--- config.mk ---
export PLATFORM = sky130hd
export DESIGN_NAME = axilite_regslave_flat
export DESIGN_NICKNAME = d
export VERILOG_FILES = /design/src/rtl/axilite_pkg.sv /design/src/rtl/axilite_regslave_if.sv /design/src/rtl/axilite_regfile.sv /design/src/rtl/axilite_regslave.sv /design/src/flat_wrapper.sv
export SDC_FILE = /design/constraint.sdc
export NUM_CORES = 1
export LEC_CHECK = 0
export ABC_CLOCK_PERIOD_IN_PS = 2180
export BUFFER_PORTS_ARGS = -buffer_cell sky130_fd_sc_hd__buf_2
export CAP_MARGIN = 15
export CORE_ASPECT_RATIO = 1.25
export CORE_UTILIZATION = 28
export DETAILED_ROUTE_END_ITERATION = 16
export GPL_TIMING_DRIVEN = 0
export MAX_ROUTING_LAYER = met4
export PLACE_DENSITY = 0.42
export SKIP_CTS_REPAIR_TIMING = 1
export SLEW_MARGIN = 5
export SYNTH_ARGS = -nofsm -noshare
export SYNTH_HDL_FRONTEND = slang
export SYNTH_SLANG_ARGS = --single-unit
export TNS_END_PERCENT = 1
--- constraint.sdc ---
create_clock -name AXI_ACLK -period 2.18 [get_ports AXI_ACLK]
set_input_delay 0.109 -clock AXI_ACLK [delete_from_list [all_inputs] [get_ports AXI_ACLK]]
set_output_delay 0.109 -clock AXI_ACLK [all_outputs]
set_load 0.03 [all_outputs]
--- src/rtl/axilite_pkg.sv ---
// Shared types for the AXI4-Lite register slave:
// response codes, ID word, FSM states, byte merge.
package axilite_pkg;

  typedef enum logic [1:0] {
    OKAY   = 2'b00,
    SLVERR = 2'b10
  } resp_t;

  localparam logic [31:0] ID_VALUE = 32'hA11E_0001;

  typedef enum logic [1:0] {
    W_IDLE,
    W_HAVE_ADDR,
    W_HAVE_DATA,
    W_RESP
  } wstate_t;

  typedef enum logic {
    R_IDLE,
    R_RESP
  } rstate_t;

  function automatic logic [31:0] strb_merge(
    input logic [31:0] old_v,
    input logic [31:0] new_v,
    input logic [3:0]  strb
  );
    logic [31:0] r;
    r = old_v;
    for (int b = 0; b < 4; b++) begin
      if (strb[b]) r[8*b +: 8] = new_v[8*b +: 8];
    end
    return r;
  endfunction

endpackage

--- src/rtl/axilite_regslave_if.sv ---
// AXI4-Lite bus bundle between a master and the
// register slave; five channels, one modport per side.
interface axilite_regslave_if #(
  parameter int ADDR_W = 8
);
  logic [ADDR_W-1:0] AXI_AWADDR;
  logic              AXI_AWVALID;
  logic              AXI_AWREADY;
  logic [31:0]       AXI_WDATA;
  logic [3:0]        AXI_WSTRB;
  logic              AXI_WVALID;
  logic              AXI_WREADY;
  logic [1:0]        AXI_BRESP;
  logic              AXI_BVALID;
  logic              AXI_BREADY;
  logic [ADDR_W-1:0] AXI_ARADDR;
  logic              AXI_ARVALID;
  logic              AXI_ARREADY;
  logic [31:0]       AXI_RDATA;
  logic [1:0]        AXI_RRESP;
  logic              AXI_RVALID;
  logic              AXI_RREADY;

  modport master (
    output AXI_AWADDR, AXI_AWVALID,
    output AXI_WDATA, AXI_WSTRB, AXI_WVALID,
    output AXI_BREADY,
    output AXI_ARADDR, AXI_ARVALID,
    output AXI_RREADY,
    input  AXI_AWREADY, AXI_WREADY,
    input  AXI_BRESP, AXI_BVALID,
    input  AXI_ARREADY,
    input  AXI_RDATA, AXI_RRESP, AXI_RVALID
  );

  modport slave (
    input  AXI_AWADDR, AXI_AWVALID,
    input  AXI_WDATA, AXI_WSTRB, AXI_WVALID,
    input  AXI_BREADY,
    input  AXI_ARADDR, AXI_ARVALID,
    input  AXI_RREADY,
    output AXI_AWREADY, AXI_WREADY,
    output AXI_BRESP, AXI_BVALID,
    output AXI_ARREADY,
    output AXI_RDATA, AXI_RRESP, AXI_RVALID
  );
endinterface

--- src/rtl/axilite_regfile.sv ---
// Word register file: reg 0 is the fixed ID, the rest
// are byte-strobed R/W; read port is combinational.
module axilite_regfile
  import axilite_pkg::*;
#(
  parameter int IDX_W    = 6,
  parameter int NUM_REGS = 16
) (
  input  logic             clk_i,
  input  logic             rst_ni,
  input  logic             we_i,
  input  logic [IDX_W-1:0] widx_i,
  input  logic [31:0]      wdata_i,
  input  logic [3:0]       wstrb_i,
  input  logic [IDX_W-1:0] ridx_i,
  output logic [31:0]      rdata_o
);

  logic [31:0] regs_q [1:NUM_REGS-1];

  // Byte-strobed update of the addressed R/W word
  always_ff @(posedge clk_i or negedge rst_ni) begin
    if (!rst_ni) begin
      for (int i = 1; i < NUM_REGS; i++) begin
        regs_q[i] <= '0;
      end
    end else if (we_i) begin
      for (int i = 1; i < NUM_REGS; i++) begin
        if (widx_i == IDX_W'(i)) begin
          regs_q[i] <= strb_merge(regs_q[i], wdata_i, wstrb_i);
        end
      end
    end
  end

  // Read mux: ID at 0, stored words above, 0 past the end
  always_comb begin
    rdata_o = '0;
    if (ridx_i == '0) rdata_o = ID_VALUE;
    for (int i = 1; i < NUM_REGS; i++) begin
      if (ridx_i == IDX_W'(i)) rdata_o = regs_q[i];
    end
  end

endmodule

--- src/rtl/axilite_regslave.sv ---
// AXI4-Lite register slave: independent write and read
// FSMs in front of a small word register file.
module axilite_regslave
  import axilite_pkg::*;
#(
  parameter int DATA_W   = 32,
  parameter int ADDR_W   = 8,
  parameter int NUM_REGS = 16
) (
  input  logic AXI_ACLK,
  input  logic AXI_ARESETN,
  axilite_regslave_if.slave bus
);

  localparam int IDX_W = ADDR_W - 2;
  localparam logic [IDX_W:0] NREG = (IDX_W+1)'(NUM_REGS);

  function automatic logic idx_ok(input logic [IDX_W-1:0] i);
    return {1'b0, i} < NREG;
  endfunction

  wstate_t ws_q, ws_d;
  rstate_t rs_q, rs_d;
  logic up_q;

  logic [IDX_W-1:0]  aidx_q, aidx_d;
  logic [DATA_W-1:0] wdata_q, wdata_d;
  logic [3:0]        wstrb_q, wstrb_d;
  resp_t             bresp_q, bresp_d;
  logic [DATA_W-1:0] rdata_q, rdata_d;
  resp_t             rresp_q, rresp_d;

  logic awready, wready, arready;
  logic aw_hs, w_hs, ar_hs;
  logic have_a, have_d, commit, wok, we;
  logic [IDX_W-1:0]  aw_idx, ridx, cidx;
  logic [DATA_W-1:0] cdata;
  logic [3:0]        cstrb;
  logic [31:0]       rf_rdata;
  logic              unused_lsb;

  assign unused_lsb = ^{bus.AXI_AWADDR[1:0],
                        bus.AXI_ARADDR[1:0]};

  assign awready = up_q && (ws_q == W_IDLE ||
                            ws_q == W_HAVE_DATA);
  assign wready  = up_q && (ws_q == W_IDLE ||
                            ws_q == W_HAVE_ADDR);
  assign arready = up_q && (rs_q == R_IDLE);

  assign aw_hs = bus.AXI_AWVALID && awready;
  assign w_hs  = bus.AXI_WVALID && wready;
  assign ar_hs = bus.AXI_ARVALID && arready;

  assign aw_idx = bus.AXI_AWADDR[ADDR_W-1:2];
  assign ridx   = bus.AXI_ARADDR[ADDR_W-1:2];

  assign have_a = (ws_q == W_HAVE_ADDR) || aw_hs;
  assign have_d = (ws_q == W_HAVE_DATA) || w_hs;
  assign commit = have_a && have_d;

  assign cidx  = (ws_q == W_HAVE_ADDR) ? aidx_q : aw_idx;
  assign cdata = (ws_q == W_HAVE_DATA) ? wdata_q
                                       : bus.AXI_WDATA;
  assign cstrb = (ws_q == W_HAVE_DATA) ? wstrb_q
                                       : bus.AXI_WSTRB;
  assign wok   = (cidx != '0) && idx_ok(cidx);
  assign we    = commit && wok;

  // Write FSM: gather AW and W in any order, then respond
  always_comb begin
    ws_d    = ws_q;
    aidx_d  = aidx_q;
    wdata_d = wdata_q;
    wstrb_d = wstrb_q;
    bresp_d = bresp_q;
    unique case (ws_q)
      W_IDLE, W_HAVE_ADDR, W_HAVE_DATA: begin
        if (commit) begin
          ws_d    = W_RESP;
          aidx_d  = '0;
          wdata_d = '0;
          wstrb_d = '0;
          bresp_d = wok ? OKAY : SLVERR;
        end else if (aw_hs) begin
          ws_d   = W_HAVE_ADDR;
          aidx_d = aw_idx;
        end else if (w_hs) begin
          ws_d    = W_HAVE_DATA;
          wdata_d = bus.AXI_WDATA;
          wstrb_d = bus.AXI_WSTRB;
        end
      end
      W_RESP: begin
        if (bus.AXI_BREADY) ws_d = W_IDLE;
      end
    endcase
  end

  // Read FSM: capture data at AR handshake, hold until R
  always_comb begin
    rs_d    = rs_q;
    rdata_d = rdata_q;
    rresp_d = rresp_q;
    unique case (rs_q)
      R_IDLE: begin
        if (ar_hs) begin
          rs_d = R_RESP;
          if (idx_ok(ridx)) begin
            rdata_d = rf_rdata;
            rresp_d = OKAY;
          end else begin
            rdata_d = '0;
            rresp_d = SLVERR;
          end
        end
      end
      R_RESP: begin
        if (bus.AXI_RREADY) rs_d = R_IDLE;
      end
    endcase
  end

  // State and holding registers; up_q gates READY out of reset
  always_ff @(posedge AXI_ACLK or negedge AXI_ARESETN) begin
    if (!AXI_ARESETN) begin
      up_q    <= 1'b0;
      ws_q    <= W_IDLE;
      rs_q    <= R_IDLE;
      aidx_q  <= '0;
      wdata_q <= '0;
      wstrb_q <= '0;
      bresp_q <= OKAY;
      rdata_q <= '0;
      rresp_q <= OKAY;
    end else begin
      up_q    <= 1'b1;
      ws_q    <= ws_d;
      rs_q    <= rs_d;
      aidx_q  <= aidx_d;
      wdata_q <= wdata_d;
      wstrb_q <= wstrb_d;
      bresp_q <= bresp_d;
      rdata_q <= rdata_d;
      rresp_q <= rresp_d;
    end
  end

  axilite_regfile #(
    .IDX_W   (IDX_W),
    .NUM_REGS(NUM_REGS)
  ) u_regfile (
    .clk_i  (AXI_ACLK),
    .rst_ni (AXI_ARESETN),
    .we_i   (we),
    .widx_i (cidx),
    .wdata_i(cdata),
    .wstrb_i(cstrb),
    .ridx_i (ridx),
    .rdata_o(rf_rdata)
  );

  assign bus.AXI_AWREADY = awready;
  assign bus.AXI_WREADY  = wready;
  assign bus.AXI_ARREADY = arready;
  assign bus.AXI_BVALID  = (ws_q == W_RESP);
  assign bus.AXI_BRESP   = bresp_q;
  assign bus.AXI_RVALID  = (rs_q == R_RESP);
  assign bus.AXI_RRESP   = rresp_q;
  assign bus.AXI_RDATA   = rdata_q;

endmodule
--- src/flat_wrapper.sv ---
// flat-port wrapper written by rule: the top's interface ports become plain ports
module axilite_regslave_flat import axilite_pkg::*;
#(
  parameter int DATA_W   = 32,
  parameter int ADDR_W   = 8,
  parameter int NUM_REGS = 16
)
  (AXI_ACLK, AXI_ARESETN, bus_AXI_AWADDR, bus_AXI_AWVALID, bus_AXI_WDATA, bus_AXI_WSTRB, bus_AXI_WVALID, bus_AXI_BREADY, bus_AXI_ARADDR, bus_AXI_ARVALID, bus_AXI_RREADY, bus_AXI_AWREADY, bus_AXI_WREADY, bus_AXI_BRESP, bus_AXI_BVALID, bus_AXI_ARREADY, bus_AXI_RDATA, bus_AXI_RRESP, bus_AXI_RVALID);
  axilite_regslave_if #(.ADDR_W(ADDR_W)) bus_i ();
  input  logic AXI_ACLK;
  input  logic AXI_ARESETN;
  input wire logic [$bits(bus_i.AXI_AWADDR)-1:0] bus_AXI_AWADDR;
  input wire logic [$bits(bus_i.AXI_AWVALID)-1:0] bus_AXI_AWVALID;
  input wire logic [$bits(bus_i.AXI_WDATA)-1:0] bus_AXI_WDATA;
  input wire logic [$bits(bus_i.AXI_WSTRB)-1:0] bus_AXI_WSTRB;
  input wire logic [$bits(bus_i.AXI_WVALID)-1:0] bus_AXI_WVALID;
  input wire logic [$bits(bus_i.AXI_BREADY)-1:0] bus_AXI_BREADY;
  input wire logic [$bits(bus_i.AXI_ARADDR)-1:0] bus_AXI_ARADDR;
  input wire logic [$bits(bus_i.AXI_ARVALID)-1:0] bus_AXI_ARVALID;
  input wire logic [$bits(bus_i.AXI_RREADY)-1:0] bus_AXI_RREADY;
  output wire logic [$bits(bus_i.AXI_AWREADY)-1:0] bus_AXI_AWREADY;
  output wire logic [$bits(bus_i.AXI_WREADY)-1:0] bus_AXI_WREADY;
  output wire logic [$bits(bus_i.AXI_BRESP)-1:0] bus_AXI_BRESP;
  output wire logic [$bits(bus_i.AXI_BVALID)-1:0] bus_AXI_BVALID;
  output wire logic [$bits(bus_i.AXI_ARREADY)-1:0] bus_AXI_ARREADY;
  output wire logic [$bits(bus_i.AXI_RDATA)-1:0] bus_AXI_RDATA;
  output wire logic [$bits(bus_i.AXI_RRESP)-1:0] bus_AXI_RRESP;
  output wire logic [$bits(bus_i.AXI_RVALID)-1:0] bus_AXI_RVALID;
  assign bus_i.AXI_AWADDR = bus_AXI_AWADDR;
  assign bus_i.AXI_AWVALID = bus_AXI_AWVALID;
  assign bus_i.AXI_WDATA = bus_AXI_WDATA;
  assign bus_i.AXI_WSTRB = bus_AXI_WSTRB;
  assign bus_i.AXI_WVALID = bus_AXI_WVALID;
  assign bus_i.AXI_BREADY = bus_AXI_BREADY;
  assign bus_i.AXI_ARADDR = bus_AXI_ARADDR;
  assign bus_i.AXI_ARVALID = bus_AXI_ARVALID;
  assign bus_i.AXI_RREADY = bus_AXI_RREADY;
  assign bus_AXI_AWREADY = bus_i.AXI_AWREADY;
  assign bus_AXI_WREADY = bus_i.AXI_WREADY;
  assign bus_AXI_BRESP = bus_i.AXI_BRESP;
  assign bus_AXI_BVALID = bus_i.AXI_BVALID;
  assign bus_AXI_ARREADY = bus_i.AXI_ARREADY;
  assign bus_AXI_RDATA = bus_i.AXI_RDATA;
  assign bus_AXI_RRESP = bus_i.AXI_RRESP;
  assign bus_AXI_RVALID = bus_i.AXI_RVALID;
  axilite_regslave #(.DATA_W(DATA_W), .ADDR_W(ADDR_W), .NUM_REGS(NUM_REGS)) u_core (.AXI_ACLK(AXI_ACLK), .AXI_ARESETN(AXI_ARESETN), .bus(bus_i));
endmodule
* Word-level counts from Yosys, hierarchy flattened
Cells that the tools add are included.
** Storage, ports and cells
- Word-level logic and storage cells :: 230
- Bits in registers :: 562
- Output and inout bits :: 41
- Input port bits :: 59
** Operators by class
- $lt $le $gt $ge :: 2
- Muxes and demuxes :: 38
- Bitwise logic cells :: 1
- Reduce and logical (&&, ||, !) cells :: 84
- Eq/ne operators :: 36
** Operator list (count)
- 2-to-1 mux 32 bit :: 21
- AND reduction 3 bit :: 61
- equality test 6 x 4 -> 1 bit (second input constant) :: 16
- equality test 6 x 3 -> 1 bit (second input constant) :: 8
- equality test 6 x 2 -> 1 bit (second input constant) :: 4
- 2-to-1 mux 6 bit :: 3
- 2-to-1 mux 4 bit :: 4
- equality test 6 x 1 -> 1 bit (second input constant) :: 2
- less-than comparator 6 x 5 -> 1 bit (second input constant) :: 2
- 2-to-1 mux 2 bit :: 6
- logical AND 1 bit :: 9
- AND reduction 2 bit :: 4
- zero test 6 bit :: 1
- nonzero test 6 bit :: 1
- equality test 2 bit (second input constant) :: 2
- logical OR 1 bit :: 4
- inequality test 2 bit (second input constant) :: 2
- inequality test 4 x 1 -> 1 bit (second input constant) :: 1
- case mux 2 bit (2 select lines) :: 1
- nonzero test 2 bit :: 2
- OR reduction 3 bit :: 1
- equality test 2 x 1 -> 1 bit (second input constant) :: 1
- zero test 2 bit :: 1
- 2-to-1 mux 1 bit :: 2
- 2 further kinds :: 2

* Depth between registers and ports, before layout
Gate-level depths: netlist of run 1.
- Depth after elaboration :: 18
- Gate-level depth with buffers :: 11
- Mapped depth without buffers :: 7

* Modules after synthesis
From an unflattened synthesis of run 1, not the netlist that was laid out.
** Second synthesis, totals
- Cells, all modules :: 1993
- Area total of the unflattened synthesis :: 26125.1 sq um
** Modules (own cells, without submodules)
- axilite_regfile :: area an instance 22635.5 sq um, times used 1, sequential area each 12011.5 sq um, cells each 1739
- axilite_regslave :: area an instance 3489.6 sq um, times used 1, sequential area each 2001.9 sq um, cells each 254

* Worst setup path before layout of run 1
Ideal clock, no wire load.
- Kind :: register to register
- Start point :: register u_core.ws_q[1]
- End point :: register u_core.u_regfile.regs_q[231] (netlist bit)
- Arrival :: 2.223 ns
- Library setup time :: 0.073 ns
- Slack :: -0.116 ns
- Cell stages (with the launch flop) :: 11
- Buffers on the path :: 3
- Path through :: dfrtp_1 -> nand2b_1 -> buf_4 -> mux2i_4 -> a21o_1 -> buf_6 -> or3b_4 -> nor2_8 -> buf_6 -> nor2_1 -> a21oi_2
** Between the ends
- Longest elaborated chain between the ends :: 8
** Ends and longest elaborated chain
- start, declared :: line axilite_regslave.sv:22 : wstate_t ws_q, ws_d;
- start signal, assigned :: line axilite_regslave.sv:138 : ws_q <= ws_d;
- parallel branches: the longest is 8 deep, another holds less-than comparator 6 x 5 -> 1 bit
- end signal, assigned by index :: line axilite_regfile.sv:30 : regs_q[i] <= strb_merge(regs_q[i], wdata_i, wstrb_i);
- end, declared :: line axilite_regfile.sv:19 : logic [31:0] regs_q [1:NUM_REGS-1];
Several ways; the timed one is not identified.
A chain may end at the register's enable or synchronous reset.

* Worst setup path after layout of run 1
- Start point :: register u_core.ws_q[1]
- End point :: register u_core.u_regfile.regs_q[389] (netlist bit)
The elaborated chain is that of the path after synthesis.

==> run_results.csv, run 1 <==
group,metric,value,unit
placed_design,portBuffers,93,
grt,grt_usage,0.282,
finish,area_growth,33.3,%
synthesis,synth.area.top_cells,"dfrtp_1 57%, o21ai_0 6.7%, a21oi_1 5.9%",
sta,maxSlewViolCount,0,
grt,grt_pass1_wl,171000,µm
sta,clock.fmax,0.394,GHz
grt,use_met3,0.0542,
detailed_routing,wirelength,125000,µm
synthesis,synth.avg_cell_area,9.72,µm²
synthesis,ys_ff_latch,560,
power,switching_power,12.3,mW
power,irDropWorstVdd,0.700,mV
finish,layout_common_cells,"558 x dfrtp_1, 315 x nand2_1, 300 x o21ai_0, 282 x a21oi_1, 280 x nor2_1",
finish,final_common_cell,"dfrtp_1",
die,num_io_pins,100,
placed_design,post-place-cells,3833,
grt,grt_overflow,0,
synthesis,yosysTopAreaCellShare,0.567,
clocking,clockBufferDepth,3,
power,internal_power,23.4,mW
power,power_frac_comb,0.276,
die,initial_core_util,0.283,
clocking,htree_levels,2,
power,p_per_area,1080,mW/mm²
power,leakagePower,14.6,nW
power,power_frac_seq,0.422,
setup_path,worst_setup_path_start_kind,"flop",
die,die_area,0.0894,mm²
placed_design,dp_hpwl,88500,µm
clocking,cts-root-buf,"clkbuf_16",
sta,layout_setup_ws,-0.356,ns
detailed_routing,vias_per_cell,5.56,
synthesis,synth-seq-area-share,0.567,
detailed_routing,num_vias,22963,
synthesis,ys_types,69,
die,die_h,334,µm
sta,relSlewSlack,0.146,
sta,setup_tns,-68.45,ns
finish,finish.utilization,0.377,
run_status,outcome,"finished with violations",
synthesis,synth-edff-count,0,
setup_path,critPathArrivalTime,3.11,ns
detailed_routing,drt_iter0_markers,2385,
min_path,hold_class,"in -> async",
setup_path,crit_path_end_kind,"flop",
synthesis,synth_area_leader_cell,"dfrtp_1",
grt,grtUsageMet2,0.442,
sta,finalClockSkew,0.0245,ns
grt,grt-busiest-layer,"met2",
sta,finalCriticalPeriod,2.54,ns
sta,rsz0062_at_grt,"true",
power,power,35.7,mW
grt,grt_antenna_before_repair,2,
die,core,0.0872,mm²
grt,met1_usage,0.341,
clocking,cts_sinks,560,
synthesis,ys_warn_count,0,
job,maxCapViolCount,0,
power,clkPwrFrac,0.303,
placed_design,postPlaceCellArea,0.0272,mm²
sta,finalCritPeriodShare,1.16,
setup_path,cp_data_required_time,2.76,ns
detailed_routing,avgRoutedWirePerCell,30.3,µm
clocking,clk_pin_slew,0.06,ns
clocking,cts_tree,"done",
synthesis,ys.flop_type,"dfrtp_1",
detailed_routing,first_pass_iters,6,
clocking,clkLatencyLatePin,0.67,ns
finish,stdcell_count,4130,
finish,final_area,0.0329,mm²
sta,fin_hold_ws,-0.551,ns
finish,drive_gt1_frac,0.245,
clocking,cts_made_buffers,59,
setup_path,crit_type,"reg -> reg",
synthesis,postSynthCellCount,2542,
sta,hold_viol,118,
synthesis,synthArstFlopShare,1.00,
die,die_w,268,µm
synthesis,syn_area,0.0247,mm²
detailed_routing,detail-route-antenna-nets,0,
detailed_routing,drc,0,
placed_design,routabilityCongestion,0.991,
grt,grt_max_degree,110,
sta,finalSetupViolations,480,
run_status,violations,"hold timing, setup timing",
die,num_rows,121,
sta,worstMarginPinSlew,1.28,ns
power,swShare,0.344,
setup_path,crit_fanout,10,
placed_design,dp_slack,-2.26,ns
grt,grt_pass1_vias,21827,
finish,nets,2973,
==> logic make-up after synthesis <==
group | Yosys count | synth area share
mux | 64 | 0.0279
other cells | 2 | 0.000304
compound gates | 917 | 0.223
buf+inv | 189 | 0.0336
flops | 560 | 0.567
simple gates | 810 | 0.148
==> routing by layer <==
metal / part of all wire / up-vias
met3: 0.073 / 326
li1: - / 9880
met1: 0.39 / 11660
met5: 0 / -
met4: 0.072 / 0
met2: 0.46 / 1097
==> critical path, stage by stage, from the launching register on <==
cell and delay (ns):
dfrtp_2 0.44, and2b_1 0.22, buf_6 0.16, mux2_4 0.39, nor2_4 0.28, nand3_4 0.26
nor2_4 0.33, buf_8 0.19, nor2_1 0.05, a21oi_1 0.12
==> registers in the layout, indices dropped and copies added (netlist names) <==
name,cells
u_core.aidx_q,6
u_core.bus.AXI_BRESP,1
u_core.bus.AXI_RDATA,32
u_core.bus.AXI_RRESP,1
u_core.bus.AXI_RVALID,1
u_core.u_regfile.regs_q,480
u_core.up_q,1
u_core.wdata_q,32
u_core.ws_q,2
u_core.wstrb_q,4
==> cell usage after synthesis (all sizes together) (3+ instances only) <==
master     n
mux2i     48
a22o      54
o22ai     36
a221o     11
a22oi     61
or3        5
clkbuf   120
nor4      14
nor2b      9
nor3      14
a222oi     7
o31ai      3
nand2b     5
a221oi    32
nand4     15
nand3     47
nor2     333
mux2      16
a2111oi    3
a21oi    300
o21a       3
o221ai    32
and3      10
dfrtp    560
nand3b     5
o211ai    14
a21o       7
a31oi      4
inv        4
nand2    337
a211oi     5
o21ai    330
buf       65
and2       3
==> path summary, 6_finish.rpt <==
kind | from | to | slack (ns) | depth (start not counted)
max in group asynchronous | AXI_ARESETN | u_core.u_regfile.regs_q[422] | 0.76 | 4
min reg2reg | u_core.u_regfile.regs_q[62] | u_core.u_regfile.regs_q[62] | 0.47 | 2
max reg2reg | u_core.ws_q[1] | u_core.u_regfile.regs_q[389] | -0.36 | 9
min | AXI_ARESETN | u_core.wdata_q[23] | -0.55 | 1
min in group AXI_ACLK | bus_AXI_ARVALID | u_core.bus.AXI_RDATA[6] | 0.11 | 4
max | u_core.ws_q[1] | u_core.u_regfile.regs_q[389] | -0.36 | 9
==> power by group through the flow <==
| stage | Sequential, mW | Combinational [mW] | Clock (mW) |
|---|---|---|---|
| final | 15.0 | 9.84 | 10.8 |
| after global routing | 15.3 | 10.5 | 11.3 |
| after CTS | 14.9 | 7.29 | 10.9 |
| after detailed placement | 15.0 | 7.26 | 0 |
| after global placement | 15.0 | 7.03 | 0 |
| after floorplan | 14.5 | 4.53 | 0 |
==> layout make-up <==
cell class | count | area (µm²)
clock buffer | 92 | 1810
inverter | 4 | 15.0
buffer | 183 | 1530
tap | 1168 | 1460
clock inverter | 14 | 201
sequential | 560 | 14000
fill | 8824 | 54300
antenna | 3 | 7.51
multi-input combinational | 1795 | 11000
timing repair buffer | 311 | 2850
(Power assumes the default switching activity.)
==> run 2: changes to the inputs <==
Settings changed: GPL_ROUTABILITY_DRIVEN set to 1, GPL_TIMING_DRIVEN 0 to unset.
==> run 2 against run 1 <==
The flow finishes with violations (setup timing). Clock-buffer cell count up 1. Critical path depth unchanged. Via count down 7.0%. Setup slack better by 0.18 ns. Clock power down 4%. Register-to-register slack better by 0.18 ns. Worst hold slack better by 0.62 ns. Sequential power about the same. Die area unchanged. Fmax up 7.7%. Routed wire length down 19%. Non-clock buffer count up 6.
==> run_results.csv, run 2 (synthesis gave the netlist of run 1 again) <==
group,metric,value,unit
finish,nets,2978,
placed_design,dp_hpwl,72500,µm
detailed_routing,avgRoutedWirePerCell,24.5,µm
detailed_routing,detail-route-antenna-nets,0,
detailed_routing,num_vias,21346,
die,core,0.0872,mm²
die,initial_core_util,0.283,
finish,nFillCells,8839,
setup_path,crit_path_end_kind,"flop",
sta,layout_setup_ws,-0.175,ns
grt,grt_antenna_before_repair,8,
setup_path,worst_setup_path_start_kind,"flop",
sta,rsz0062_at_grt,"true",
setup_path,crit_fanout,8,
clocking,clkLatencyLatePin,0.64,ns
sta,setup_tns,-4.12,ns
sta,clock.fmax,0.425,GHz
setup_path,critPathArrivalTime,2.91,ns
setup_path,max_stage_delay,0.58,ns
die,die_area,0.0894,mm²
finish,layout_common_cells,"560 x dfrtp_1, 334 x nand2_1, 324 x o21ai_0, 292 x nor2_1, 288 x a21oi_1",
clocking,cts_made_buffers,59,
finish,area_growth,31.0,%
sta,hold_viol,0,
die,num_io_pins,100,
grt,grt_overflow,0,
sta,worstMarginPinSlew,0.829,ns
clocking,clk_pin_slew,0.06,ns
setup_path,crit_path_cell_trace,"buf_4 > nand2b_4 > mux2i_4 > a21o_1 > or3b_4 > nor2_8 > buf_12 > nor2_1 > a21oi_1",
setup_path,crit_type,"reg -> reg",
grt,grt_max_degree,53,
sta,maxSlewViolCount,0,
power,leakagePower,14.6,nW
setup_path,r2r_slack,-0.17,ns
detailed_routing,drt_iter0_markers,1772,
sta,relSlewSlack,0.442,
min_path,min-delay-start,"bus_AXI_AWVALID",
clocking,cts-root-buf,"clkbuf_16",
run_status,violations,"setup timing",
finish,multi_input_area,0.0101,mm²
grt,grt_pass1_wl,149000,µm
setup_path,cp_data_required_time,2.74,ns
setup_path,crit_buf_inv,2,
sta,finalCriticalPeriod,2.35,ns
sta,finalClockSkew,0.0132,ns
finish,seqCellArea,0.0140,mm²
grt,grt_pass1_vias,21279,
clocking,cts_sinks,560,
finish,largest-register,"u_core.u_regfile.regs_q",
sta,fin_hold_ws,0.0664,ns
power,irDropWorstVdd,0.681,mV
die,num_rows,121,
detailed_routing,first_pass_iters,5,
job,maxCapViolCount,0,
die,die_h,334,µm
grt,grt_usage,0.235,
setup_path,crit_slowest_cell,"or3b_4",
finish,drive_gt1_frac,0.220,
detailed_routing,vias_per_cell,5.16,
clocking,cts_tree,"done",
power,p_per_area,1020,mW/mm²
sta,finalCritPeriodShare,1.08,
clocking,htree_levels,2,
detailed_routing,drc,0,
min_path,hold_class,"in -> reg",
finish,largest_reg_flops,480,
die,die_w,268,µm
placed_design,portBuffers,93,
setup_path,r2r-start,"u_core.ws_q[0]",
run_status,outcome,"finished with violations",
setup_path,cp-startpoint,"u_core.ws_q[0]",
sta,finalSetupViolations,62,
setup_path,critPathTopFamily,"simple AND/OR/NAND/NOR gates",
clocking,clockBufferDepth,3,
placed_design,routabilityCongestion,0.899,
finish,final_common_cell,"dfrtp_1",
detailed_routing,wirelength,101000,µm
-- run 2: per-layer routing --
layer | up-vias | track usage | part of all wire
met5 | - | - | 0
met4 | 0 | 0.0616 | 0.026
met3 | 134 | 0.0258 | 0.042
met2 | 549 | 0.375 | 0.48
met1 | 10806 | 0.315 | 0.45
li1 | 9857 | - | -
-- run 2: tightest hold or removal path: stages --
cell and delay (ns):
buf_2 0.13, and3_1 0.23, a22o_1 0.20
-- run 2: layout make-up --
class                   instances  share of cell area
repair buffers                500               0.149
multi-input cells            1794               0.311
clock buffers                  93              0.0565
diodes                          4            0.000309
well taps                    1168              0.0452
flip-flops and latches        560               0.433
inverters                       4            0.000464
clock inverters                10             0.00406
-- run 2: path summary, 6_finish.rpt --
check	end	cells past startpoint
setup / recovery	u_core.u_regfile.regs_q[227]	9
hold / removal	u_core.aidx_q[2]	3
setup reg to reg	u_core.u_regfile.regs_q[227]	9
hold reg to reg	u_core.u_regfile.regs_q[477]	2
max in group asynchronous	u_core.u_regfile.regs_q[135]	4
min in group asynchronous	u_core.u_regfile.regs_q[350]	3
-- run 2: report_power, final --
| part | switching (mW) | internal [mW] | total, mW |
|---|---|---|---|
| Clock | 4.32 | 6.04 | 10.4 |
| Sequential | 1.64 | 13.1 | 14.7 |
| Combinational | 4.76 | 3.20 | 7.96 |
-- run 2: through the flow --
stage | power (mW) | utilization | cell area [µm²] | std cells | setup slack (ns)
2_1_floorplan | 19.0 | - | 24800 | 2543 | -0.0825
3_3_place_gp | 22.3 | 0.340 | 29600 | 3970 | -0.580
3_5_place_dp | 22.6 | 0.340 | 29600 | 3970 | -0.582
4_1_cts | 33.1 | 0.362 | 31600 | 4073 | -0.327
5_1_grt | 34.9 | 0.371 | 32400 | 4133 | -0.225
6_report | 33.1 | 0.371 | 32400 | 4133 | -0.175
